## src/rtl/weather_tx_scheduler.sv

```systemverilog
// weather_tx_scheduler: round-robin framer serialising 3-bit sensor codes MSB first onto x.
// Define WEATHER_PARITY_EN to append an even-parity bit (PAR state) after each code.
module weather_tx_scheduler (
    input  logic       CLK,
    input  logic       Reset,
    input  logic       en,
    input  logic [2:0] req,
    input  logic [2:0] code_t,
    input  logic [2:0] code_h,
    input  logic [2:0] code_w,
    output logic       x,
    output logic [2:0] ack,
    output logic       busy,
    output logic [1:0] sensor_id,
    output logic [7:0] frame_cnt
);
`ifdef WEATHER_PARITY_EN
    typedef enum logic [1:0] {IDLE, SEND, GAP, PAR} state_t;
`else
    typedef enum logic [1:0] {IDLE, SEND, GAP} state_t;
`endif
    state_t state, state_n;
    logic [1:0] ptr, ptr_n, cnt, cnt_n, sid_n, g, p1, p2;
    logic [2:0] code, code_n, ack_n;
    logic [7:0] fcnt_n;
    logic x_n;
    logic hold;  // suppresses a grant on the first edge after reset is released
    assign busy = state != IDLE;
    assign p1 = ptr == 2'd2 ? 2'd0 : ptr + 2'd1;
    assign p2 = ptr == 2'd0 ? 2'd2 : ptr - 2'd1;
    assign g = req[ptr] ? ptr : req[p1] ? p1 : p2;
    always_ff @(posedge CLK) begin
        if (Reset) begin
            state <= IDLE;
            ptr <= 2'd0;
            cnt <= 2'd0;
            code <= 3'b000;
            x <= 1'b0;
            ack <= 3'b000;
            sensor_id <= 2'd3;
            frame_cnt <= 8'd0;
            hold <= 1'b1;
        end else begin
            state <= state_n;
            ptr <= ptr_n;
            cnt <= cnt_n;
            code <= code_n;
            x <= x_n;
            ack <= ack_n;
            sensor_id <= sid_n;
            frame_cnt <= fcnt_n;
            hold <= 1'b0;
        end
    end
    always_comb begin
        state_n = state;
        ptr_n = ptr;
        cnt_n = cnt;
        code_n = code;
        x_n = 1'b0;
        ack_n = 3'b000;
        sid_n = sensor_id;
        fcnt_n = frame_cnt;
        case (state)
            IDLE: if (en && req != 3'b000 && !hold) begin
                state_n = SEND;
                ptr_n = g == 2'd2 ? 2'd0 : g + 2'd1;
                cnt_n = 2'd0;
                code_n = g == 2'd0 ? code_t : g == 2'd1 ? code_h : code_w;
                x_n = code_n[2];
                ack_n = 3'b001 << g;
                sid_n = g;
            end
            SEND: begin
                cnt_n = cnt + 2'd1;
                x_n = cnt == 2'd0 ? code[1] : code[0];
                if (cnt == 2'd2) begin
                    cnt_n = 2'd0;
`ifdef WEATHER_PARITY_EN
                    state_n = PAR;
                    x_n = ^code;
`else
                    state_n = GAP;
                    x_n = 1'b0;
`endif
                end
            end
`ifdef WEATHER_PARITY_EN
            PAR: state_n = GAP;
`endif
            GAP: begin
                cnt_n = cnt + 2'd1;
                if (cnt == 2'd1) begin
                    state_n = IDLE;
                    cnt_n = 2'd0;
                    sid_n = 2'd3;
                    fcnt_n = frame_cnt + 8'd1;
                end
            end
            default: state_n = IDLE;
        endcase
    end
endmodule

```

## config.mk

```make
export PLATFORM = sky130hd
export DESIGN_NAME = weather_tx_scheduler
export DESIGN_NICKNAME = d
export VERILOG_FILES = /design/src/rtl/weather_tx_scheduler.sv
export SDC_FILE = /design/constraint.sdc
export NUM_CORES = 1
export LEC_CHECK = 0
export ABC_AREA = 1
export ABC_CLOCK_PERIOD_IN_PS = 2360
export BUFFER_PORTS_ARGS = -buffer_cell sky130_fd_sc_hd__buf_2
export CORE_MARGIN = 8
export CORE_UTILIZATION = 30
export DETAILED_ROUTE_END_ITERATION = 6
export HOLD_SLACK_MARGIN = 0.05
export PLACE_DENSITY = 0.52
export SYNTH_ARGS = -nofsm -noshare
export SYNTH_HDL_FRONTEND = slang
export SYNTH_SLANG_ARGS = --single-unit
```

## constraint.sdc

```tcl
create_clock -name CLK -period 2.36 [get_ports CLK]
set_clock_uncertainty 0.2 [all_clocks]
set_input_delay 0.59 -clock CLK [delete_from_list [all_inputs] [get_ports CLK]]
set_output_delay 0.59 -clock CLK [all_outputs]
set_load 0.01 [all_outputs]
```

==> results.toml <==
[placed_design]
globalplace.congestion = 0.830
post_dp_cell_area_um2 = 1540
dpl.hpwl_um = 2470
portBuffers = 29

[clock_network]
cts_tree = "done"
clk_latency_ns = 0.27
postCtsResizedCells = 0
cts_made_buffers = 3
clock_path_buffers = 2
clk_pin_slew_worst_paths_ns = 0.09
cts.sinks = 23
cts_setup_buffers = 0
htree_levels = 1
ctsHoldBuffers = 0
ctsRootBufferMaster = "clkbuf_8"

[logic_synthesis]
ys_seq_area_share_pct = 34.3
synth_edf_count = 0
syn-cell-area_um2 = 1340
synthArstFlopShare_pct = 0
syn-instance-count = 183
avgSynthCellArea_um2 = 7.33
yosys.cell_types.count = 30
synthFlopType = "dfxtp_1"
yosys_warnings = 0
synth-seq-cells = 23
syn_nets = 207

[setup_path]
cpMostUsedCell = "inv_1"
endpoint_kind = "output port"
worstSetupPathType = "reg2out"
reg2reg_from = "ptr[1]$_SDFFE_PP0N_"
rr_endpoint = "x$_SDFF_PP0_"
rrSetupSlack_ns = 0.39
arrival_ns = 1.25
r2r_cells = 12
cp.required_ns = 1.57
crit_path_start_kind = "flop"
slowest_stage = "dfxtp_1"
crit_fanout = 3
crit_chain = "inv_1, ha_1, inv_1, buf_2"
slowest_delay_ns = 0.37

[sta]
worstMarginPinSlew_ns = 0.306
hold_viol = 0
fin_setup_tns_ns = 0
relSlewSlack_pct = 79.5
rsz0062_at_grt = "no"
drv_slew = 0
fin_crit_sh_pct = 86.5
setup_viol = 0
clock.fmax_ghz = 0.490
period_needed_ns = 2.04

[detailed_routing]
wl_um = 3040
drt_iter0_markers = 41
via_per_inst = 4.56
wire_per_inst_um = 11.4
ant_nets = 0
drcViolationCount = 0
drt_pass1_iterations = 4
vias = 1212

[layout]
drive_above_1_share_pct = 24.3
diodes = 0
area_growth_pct = 18.5
final_common_cell = "nand2_1"
layout_common_cells = "34 x nand2_1, 32 x inv_1, 29 x buf_2"
multi_input_area_um2 = 749
area.sequential_um2 = 460
nets = 239
final_area_um2 = 1590
n_fill_cell = 486

[flow_run]
drv_cap = 0

[power]
power_density_nw_per_um2 = 857
p_leak_uw = 0.000780
irDropWorstVdd_mv = 0.276
power_uw = 1360

[hold_path]
hold_path.startpoint = "frame_cnt[7]$_SDFFE_PP0P_"
whs_endpoint = "frame_cnt[7]$_SDFFE_PP0P_"
hold_path_class = "reg2reg"
min_path_cells = 2

[global_routing]
grt_max_degree = 13
grt.overflow.total = 0
grt_pass1_vias = 1249
grtUsageTotal_pct = 9.46
antenna_found_initial = 0
grt_pass1_wl_um = 5580

[die]
die_width_um = 82.9
die_area_um2 = 6870
fp.coreArea_um2 = 4320
start_util_pct = 31.0
placementRows = 24
die_h_um = 82.9
io_pins = 30

[outcome]
outcome = "completed"
state kept, by name, indices dropped and copies added (netlist names):
register	count
ack	3
cnt	2
code	2
frame_cnt	8
hold	1
ptr	2
sensor_id	2
state	2
x	1
cell type report:
class | count | area share (%)
multi-input cells | 125 | 47.2
flip-flops and latches | 23 | 29.0
repair buffers | 29 | 9.13
inverters | 33 | 7.80
well taps | 52 | 4.09
clock buffers | 4 | 2.83
how the worst max path moves through the flow:
| stage | start | endpoint |
|---|---|---|
| 4_1_cts | state[0]$_SDFFE_PP0P_ | busy |
| 2_1_floorplan | ptr[1]$_SDFFE_PP0N_ | ptr[1]$_SDFFE_PP0N_ |
| 3_3_place_gp | ptr[1]$_SDFFE_PP0N_ | x$_SDFF_PP0_ |
| 3_5_place_dp | ptr[1]$_SDFFE_PP0N_ | x$_SDFF_PP0_ |
| 6_report | state[0]$_SDFFE_PP0P_ | busy |
| 5_1_grt | ptr[1]$_SDFFE_PP0N_ | code[1]$_SDFFE_PP0N_ |
synth_stat cells, types with 2 or more instances:
cell,count,area [um^2]
nand2_1,34,128
nand3_2,4,40.0
a21oi_2,4,35.0
o21ai_0,12,60.1
dfxtp_1,23,460
a21oi_1,13,65.1
ha_1,9,113
nor3_1,3,15.0
nand4_1,2,12.5
inv_1,32,120
nand2_2,2,12.5
clkbuf_1,2,7.51
nor2_1,14,52.6
nand3_1,12,60.1
a211oi_1,2,15.0
report_power, final:
part,switching (uW),internal [uW],total [uW]
clock,127,121,248
combinational,399,213,613
sequential,48.1,453,501
total,575,787,1360
cell families after synthesis:
family	after synthesis	synth area share [%]
buffers and inverters	35	9.80
AND/OR/NAND/NOR	80	31.3
flip-flops	23	34.3
AO/OA/AOI/OAI	36	16.2
adder cells (fa/ha/maj)	9	8.40
metal layers:
layer / GRT usage (%) / vias to the layer above / part of all wire (%)
li1: - / 654 / -
met1: 12.5 / 525 / 53
met2: 14.1 / 29 / 41
met3: 2.44 / 4 / 4.5
met4: 3.83 / 0 / 1.5
met5: 0 / - / 0
critical path, delay by kind of cell, from the launching register on:
| kind | cells | cell delay, ns |
|---|---|---|
| adders and majority gates | 1 | 0.22 |
| DFF | 1 | 0.37 |
| buffers and inverters | 3 | 0.39 |
stage by stage:
step	util (%)	instances	setup slack, ns	hold slack [ns]
6_report	36.7	266	0.319	0.270
5_1_grt	36.7	266	0.166	0.303
4_1_cts	36.7	266	0.291	0.275
3_5_place_dp	35.7	262	0.378	0.255
3_3_place_gp	35.7	262	0.392	0.246
2_1_floorplan	-	183	0.569	0.289
No activity file was read; power rests on OpenSTA's default activity.
